--- src/rtl/branch_predictor_if.sv ---
// Fetch-lookup and execute-update signals exchanged between the pipeline and
// the branch predictor.
interface branch_predictor_if;
  logic [31:0] f_pc;
  logic [31:0] pc_predicted;
  logic        pred_hit;
  logic        upd_valid;
  logic [31:0] upd_pc;
  logic [1:0]  upd_jump_code;
  logic [31:0] upd_nextpc;
  logic        upd_fail;
  logic        redirect;
  logic [31:0] redirect_pc;
  logic [31:0] cnt_branch;
  logic [31:0] cnt_miss;

  modport master (
    output f_pc, upd_valid, upd_pc, upd_jump_code, upd_nextpc, upd_fail,
    input  pc_predicted, pred_hit, redirect, redirect_pc, cnt_branch, cnt_miss
  );

  modport slave (
    input  f_pc, upd_valid, upd_pc, upd_jump_code, upd_nextpc, upd_fail,
    output pc_predicted, pred_hit, redirect, redirect_pc, cnt_branch, cnt_miss
  );
endinterface

--- src/rtl/branch_predictor.sv ---
// Direct-mapped branch target buffer with 2-bit saturating direction counters,
// combinational fetch lookup and execute-stage training.
module branch_predictor #(
  parameter int ENTRIES = 16,
  parameter int IDX_W   = 4
) (
  input logic                clk,
  input logic                rst,
  branch_predictor_if.slave  bp
);
  localparam int TAG_W = 30 - IDX_W;

  logic             valid  [ENTRIES];
  logic [TAG_W-1:0] tag    [ENTRIES];
  logic [31:0]      target [ENTRIES];
  logic [1:0]       ctr    [ENTRIES];

  logic [31:0] cnt_branch;
  logic [31:0] cnt_miss;

  logic [IDX_W-1:0] f_idx;
  logic [TAG_W-1:0] f_tag;
  logic             f_hit;
  logic [IDX_W-1:0] u_idx;
  logic [TAG_W-1:0] u_tag;
  logic             u_hit;
  logic             u_en;
  logic             u_jump;
  logic             u_taken;
  logic             redirect;

  assign f_idx = bp.f_pc[IDX_W+1:2];
  assign f_tag = bp.f_pc[31:IDX_W+2];
  assign f_hit = valid[f_idx] && (tag[f_idx] == f_tag);

  assign bp.pred_hit     = f_hit;
  assign bp.pc_predicted = (f_hit && ctr[f_idx][1]) ? target[f_idx] : bp.f_pc + 32'd4;

  assign u_idx   = bp.upd_pc[IDX_W+1:2];
  assign u_tag   = bp.upd_pc[31:IDX_W+2];
  assign u_hit   = valid[u_idx] && (tag[u_idx] == u_tag);
  assign u_en    = bp.upd_valid && (bp.upd_jump_code != 2'b00);
  assign u_jump  = bp.upd_jump_code[1];
  // Conditional branches count as taken only when they leave the fall-through path.
  assign u_taken = u_jump || (bp.upd_nextpc != bp.upd_pc + 32'd4);

  assign redirect       = bp.upd_valid && bp.upd_fail;
  assign bp.redirect    = redirect;
  assign bp.redirect_pc = bp.upd_nextpc;
  assign bp.cnt_branch  = cnt_branch;
  assign bp.cnt_miss    = cnt_miss;

  always_ff @(posedge clk or posedge rst) begin
    if (rst) begin
      for (int i = 0; i < ENTRIES; i++) begin
        valid[i]  <= 1'b0;
        tag[i]    <= '0;
        target[i] <= '0;
        ctr[i]    <= 2'b01;
      end
    end else if (u_en) begin
      if (u_hit) begin
        if (u_jump) begin
          ctr[u_idx]    <= 2'b11;
          target[u_idx] <= bp.upd_nextpc;
        end else if (u_taken) begin
          if (ctr[u_idx] != 2'b11) ctr[u_idx] <= ctr[u_idx] + 2'd1;
          target[u_idx] <= bp.upd_nextpc;
        end else begin
          if (ctr[u_idx] != 2'b00) ctr[u_idx] <= ctr[u_idx] - 2'd1;
        end
      end else if (u_taken) begin
        // Allocation evicts whatever aliased entry lived at this index.
        valid[u_idx]  <= 1'b1;
        tag[u_idx]    <= u_tag;
        target[u_idx] <= bp.upd_nextpc;
        ctr[u_idx]    <= u_jump ? 2'b11 : 2'b10;
      end
    end
  end

  always_ff @(posedge clk or posedge rst) begin
    if (rst) begin
      cnt_branch <= '0;
      cnt_miss   <= '0;
    end else begin
      if (u_en && (cnt_branch != 32'hFFFF_FFFF)) cnt_branch <= cnt_branch + 32'd1;
      if (redirect && (cnt_miss != 32'hFFFF_FFFF)) cnt_miss <= cnt_miss + 32'd1;
    end
  end
endmodule

--- src/flat_wrapper.sv ---
// flat-port wrapper written by rule: the top's interface ports become plain ports
module branch_predictor_flat 
#(
  parameter int ENTRIES = 16,
  parameter int IDX_W   = 4
)
  (clk, rst, bp_f_pc, bp_upd_valid, bp_upd_pc, bp_upd_jump_code, bp_upd_nextpc, bp_upd_fail, bp_pc_predicted, bp_pred_hit, bp_redirect, bp_redirect_pc, bp_cnt_branch, bp_cnt_miss);
  branch_predictor_if bp_i ();
  input logic clk;
  input logic rst;
  input wire logic [$bits(bp_i.f_pc)-1:0] bp_f_pc;
  input wire logic [$bits(bp_i.upd_valid)-1:0] bp_upd_valid;
  input wire logic [$bits(bp_i.upd_pc)-1:0] bp_upd_pc;
  input wire logic [$bits(bp_i.upd_jump_code)-1:0] bp_upd_jump_code;
  input wire logic [$bits(bp_i.upd_nextpc)-1:0] bp_upd_nextpc;
  input wire logic [$bits(bp_i.upd_fail)-1:0] bp_upd_fail;
  output wire logic [$bits(bp_i.pc_predicted)-1:0] bp_pc_predicted;
  output wire logic [$bits(bp_i.pred_hit)-1:0] bp_pred_hit;
  output wire logic [$bits(bp_i.redirect)-1:0] bp_redirect;
  output wire logic [$bits(bp_i.redirect_pc)-1:0] bp_redirect_pc;
  output wire logic [$bits(bp_i.cnt_branch)-1:0] bp_cnt_branch;
  output wire logic [$bits(bp_i.cnt_miss)-1:0] bp_cnt_miss;
  assign bp_i.f_pc = bp_f_pc;
  assign bp_i.upd_valid = bp_upd_valid;
  assign bp_i.upd_pc = bp_upd_pc;
  assign bp_i.upd_jump_code = bp_upd_jump_code;
  assign bp_i.upd_nextpc = bp_upd_nextpc;
  assign bp_i.upd_fail = bp_upd_fail;
  assign bp_pc_predicted = bp_i.pc_predicted;
  assign bp_pred_hit = bp_i.pred_hit;
  assign bp_redirect = bp_i.redirect;
  assign bp_redirect_pc = bp_i.redirect_pc;
  assign bp_cnt_branch = bp_i.cnt_branch;
  assign bp_cnt_miss = bp_i.cnt_miss;
  branch_predictor #(.ENTRIES(ENTRIES), .IDX_W(IDX_W)) u_core (.clk(clk), .rst(rst), .bp(bp_i));
endmodule
--- config.mk ---
export PLATFORM = sky130hd
export DESIGN_NAME = branch_predictor_flat
export DESIGN_NICKNAME = d
export VERILOG_FILES = /design/src/rtl/branch_predictor_if.sv /design/src/rtl/branch_predictor.sv /design/src/flat_wrapper.sv
export SDC_FILE = /design/constraint.sdc
export NUM_CORES = 2
export LEC_CHECK = 0
export BUFFER_PORTS_ARGS = -buffer_cell sky130_fd_sc_hd__buf_2
export CORE_MARGIN = 2
export CORE_UTILIZATION = 50
export CTS_CLUSTER_SIZE = 10
export DETAILED_ROUTE_END_ITERATION = 10
export MAX_ROUTING_LAYER = met4
export PLACE_DENSITY = 0.77
export SKIP_LAST_GASP = 1
export SYNTH_ARGS = -nofsm -noshare
export SYNTH_HDL_FRONTEND = slang
export SYNTH_SLANG_ARGS = --single-unit
export TNS_END_PERCENT = 5
--- constraint.sdc ---
create_clock -name clk -period 55.9 [get_ports clk]
set_input_delay 8.385 -clock clk [delete_from_list [all_inputs] [get_ports clk]]
set_output_delay 8.385 -clock clk [all_outputs]
set_load 0.01 [all_outputs]
==> results.md <==
| Stage | Result | Reported |
|---|---|---|
| worst setup path | Arrival @ worst endpoint | 12.92 ns |
| floorplanning | Overall die height | 336 um |
| cts | CTS Root Buffer Type | clkbuf_16 |
| timing | Number of setup violations in the final report | 0 |
| cts | Hold buffer count at cts | 0 |
| synth | Leading area contributor after synthesis | dfrtp_1 |
| synth | Synthesized netlist cell count | 3850 |
| detailed routing | Number of antenna-violating nets in the routed design | 0 |
| timing | Final Hold Vio Count | 0 |
| layout | Layout cells sized above 1 | 0.425 |
| grt | Wire length of the first global-routing pass | 234 mm |
| place | HPWL reported at the end of detailed placement | 95.4 mm |
| worst setup path | Kind of capture point of the worst setup path | output pin |
| synth | Yosys synthesis warning count | 0 |
| pwr | Power density relative to cell area | 37.2 mW/mm^2 |
| cts | CTS buffer count | 117 |
| floorplanning | Full die area | 0.113 mm^2 |
| timing | Number of max-slew violations in the final report | 0 |
| worst setup path | Path type of the worst setup path | in -> out |
| floorplanning | Initial Utilization | 0.504 |
| cts | Reg clk slew, reported paths | 0.06 ns |
| synth | Fraction of registers with async set or reset after synthesis | 1.00 |
| floorplanning | Number of I/O pins | 232 |
| detailed routing | Average wire per standard cell | 29.1 um |
| status | Outcome | finished, final reports clean |
| worst setup path | Peak fanout along the critical path | 91 |
| layout | Commonest non-fill, non-tap cell in the layout | dfrtp_1 |
| layout | Area grow syn2layout | 8.46% |
| timing | Slew at the pin closest to its max-slew limit | 1.23 ns |
| timing | Largest clock skew in the final design | 0.0664 ns |
| detailed routing | First-pass iteration count of the detailed router | 6 |
| grt | Overall Global Routing Usage | 0.285 |
| synth | Fraction of synthesized cell area taken by the top area cell type | 0.466 |
| timing | Final worst slack | 34.59 ns |
| synth | Number of synthesized register bits | 1040 |
| worst setup path | Category of the worst setup path launch point | primary input |
| cts | Clock latency at the later pin of the worst-skew pair | 0.74 ns |
| grt | Global route overflow | 0 |
| floorplanning | Floorplan core area | 0.109 mm^2 |
| timing | Slew HR | 0.183 |
| hold path | Min-delay worst type | reg -> reg |
| timing | Final Critical Period | 21.31 ns |
| detailed routing | Wire length reported by the detailed router | 155 mm |
| grt | Maximum number of pins on one net before global-route repair | 178 |
| job | Maxcap violations | 0 |
| detailed routing | Via count normalized by instance count | 6.60 |
| grt | Antenna violations before repair | 13 |
| synth | Share of synthesized area occupied by flip-flops and latches | 0.474 |
| cts | Resize count post-CTS | 0 |
| detailed routing | Count of unresolved DRC violations after routing | 0 |
| synth | Prevailing post-synth register cell | dfrtp_1 |
| synth | Number of nets in the synthesized netlist | 3961 |
| synth | Number of distinct library cells after synthesis | 88 |
| floorplanning | Number of placement rows | 121 |
| floorplanning | Die extent in x | 336 um |
| pwr | Power consumption | 2.22 mW |
| timing | Max frequency | 46.9 MHz |
| layout | Final layout net count | 3984 |
| layout | Number of fill cells in the layout | 8597 |
| synth | Synth area leaders | dfrtp_1 (47%), mux2_2 (17%), mux4_2 (15%), xnor2_1 (2.0%), mux2_1 (1.8%) |
| place | Final estimated routing congestion in global placement | 0.945 |
| grt | Vias in the first global route | 36000 |
| timing | Minimum hold slack | 0.482 ns |
| cts | Number of clock sinks seen by CTS | 1040 |
| cts | CTS tree | built |
| timing | Setup total negative slack | 0 ns |
| layout | Post-route design area | 0.0596 mm^2 |
| place | PortBufs | 231 |
| pwr | Maximum ir drop on the vdd rail | 0.0000277 V |
| cts | H-tree depth | 3 |
| timing | Period utilisation layout | 0.381 |
| timing | Setup repair after global routing missed its margin | no |
| synth | Count of flip-flops with a built-in enable after synthesis | 0 |
| place | Setup slack after placement | 34.43 ns |
| layout | Most frequent cells in the layout | dfrtp_1 (1024), mux2_2 (807), mux4_2 (354) |
| worst setup path | Data required time at the worst endpoint | 47.52 ns |
| pwr | Leakage Power | 25.6 nW |
| detailed routing | Detailed router's first-iteration violation count | 3644 |
| synth | Netlist area before placement | 0.0550 mm^2 |
| synth | Average footprint of a synthesized cell | 14.3 um^2 |
| place | Placement-stage cell area | 0.0562 mm^2 |
| cts | Post-CTS Setup Bufs | 0 |
| detailed routing | Total number of vias | 35300 |
| cts | Maximum number of buffers from clock root to sink | 3 |
[layout make-up]
cell class,count,area [um^2],area share
well taps,1414,1770,0.0297
inverters,31,124,0.00208
repair buffers,289,1670,0.0280
flip-flops and latches,1040,26000,0.437
clock buffers,151,3130,0.0524
multi-input cells,2394,26600,0.447
diodes,13,32.5,0.000546
clock inverters,11,204,0.00342
[synthesized netlist by cell type, types with 13 or more instances]
cell type,n
dfrtp_1,1024
mux2_2,807
mux4_2,354
clkbuf_1,172
nand2_1,142
xnor2_1,126
nor2_1,96
buf_4,94
mux2_1,90
mux2i_1,90
o21ai_0,80
nand3_1,74
xor2_1,54
a21oi_1,46
buf_1,42
nand4_1,39
mux4_1,38
and3_1,35
buf_2,33
buf_6,32
nor3_1,31
inv_1,28
a211oi_1,26
a22oi_1,21
nor4_1,21
nand2b_1,20
o31a_1,18
dfstp_2,16
and4_1,13
[final timing paths]
kind / startpoint / end / slack [ns] / cells past startpoint
min: u_core.bp.cnt_miss[7]$_DFFE_PP0P_ / u_core.bp.cnt_miss[7]$_DFFE_PP0P_ / 0.48 / 1
min in group asynchronous: rst / u_core.tag[356]$_DFFE_PP0P_ / 7.90 / 2
max reg2reg: u_core.tag[254]$_DFFE_PP0P_ / u_core.tag[51]$_DFFE_PP0P_ / 51.05 / 10
min reg2reg: u_core.bp.cnt_miss[7]$_DFFE_PP0P_ / u_core.bp.cnt_miss[7]$_DFFE_PP0P_ / 0.48 / 1
max in group asynchronous: rst / u_core.target[167]$_DFFE_PP0P_ / 43.72 / 6
max: bp_f_pc[3] / bp_pred_hit / 34.59 / 10
[worst max-delay path, stage by stage]
cell and delay, ns:
buf_8 0.57, buf_4 0.94, mux4_2 0.43, mux4_2 0.48, xnor2_1 0.39, nand4_1 0.14, nor3_1 0.20, nand4_1 0.12
nor4_2 0.73, buf_2 0.26
[per-stage QoR]
step / cells / utilization
after floorplan: 3850 / -
after global placement: 5168 / 0.516
after detailed placement: 5168 / 0.516
after CTS: 5330 / 0.547
after global routing: 5341 / 0.547
final: 5343 / 0.547
[per-layer routing]
metal | GRT usage | wire (um) | up-vias
li1 | - | - | 14500
met4 | 0.118 | 6610 | 0
met3 | 0.0813 | 15900 | 392
met1 | 0.366 | 60900 | 18500
met5 | - | 0 | -
met2 | 0.427 | 72000 | 1828
[flip-flops by register name (all words and copies together), names as in the netlist]
signal,flops
u_core.valid,16
u_core.ctr,32
u_core.target,512
u_core.tag,416
u_core.bp.cnt_miss,32
u_core.bp.cnt_branch,32
[kinds of logic (layout without fill, tap and decap cells)]
logic type               count (synthesis)  count (layout)  synth area share
AO/OA/AOI/OAI                          273             273            0.0340
XOR/XNOR                               180             180            0.0287
adder cells (fa/ha/maj)                  9               9           0.00205
buffers and inverters                  416             482            0.0430
flip-flops                            1040            1040             0.474
multiplexers                          1379            1379             0.363
other                                    0              13                 0
AND/OR/NAND/NOR                        553             553            0.0550
[report_power, final]
group	internal [mW]	total [mW]	switching, mW
Clock	0.395	0.698	0.303
Combinational	0.277	0.482	0.205
Sequential	0.927	1.04	0.114
Total	1.60	2.22	0.621
Note: power is estimated with default switching activity, not from simulation.
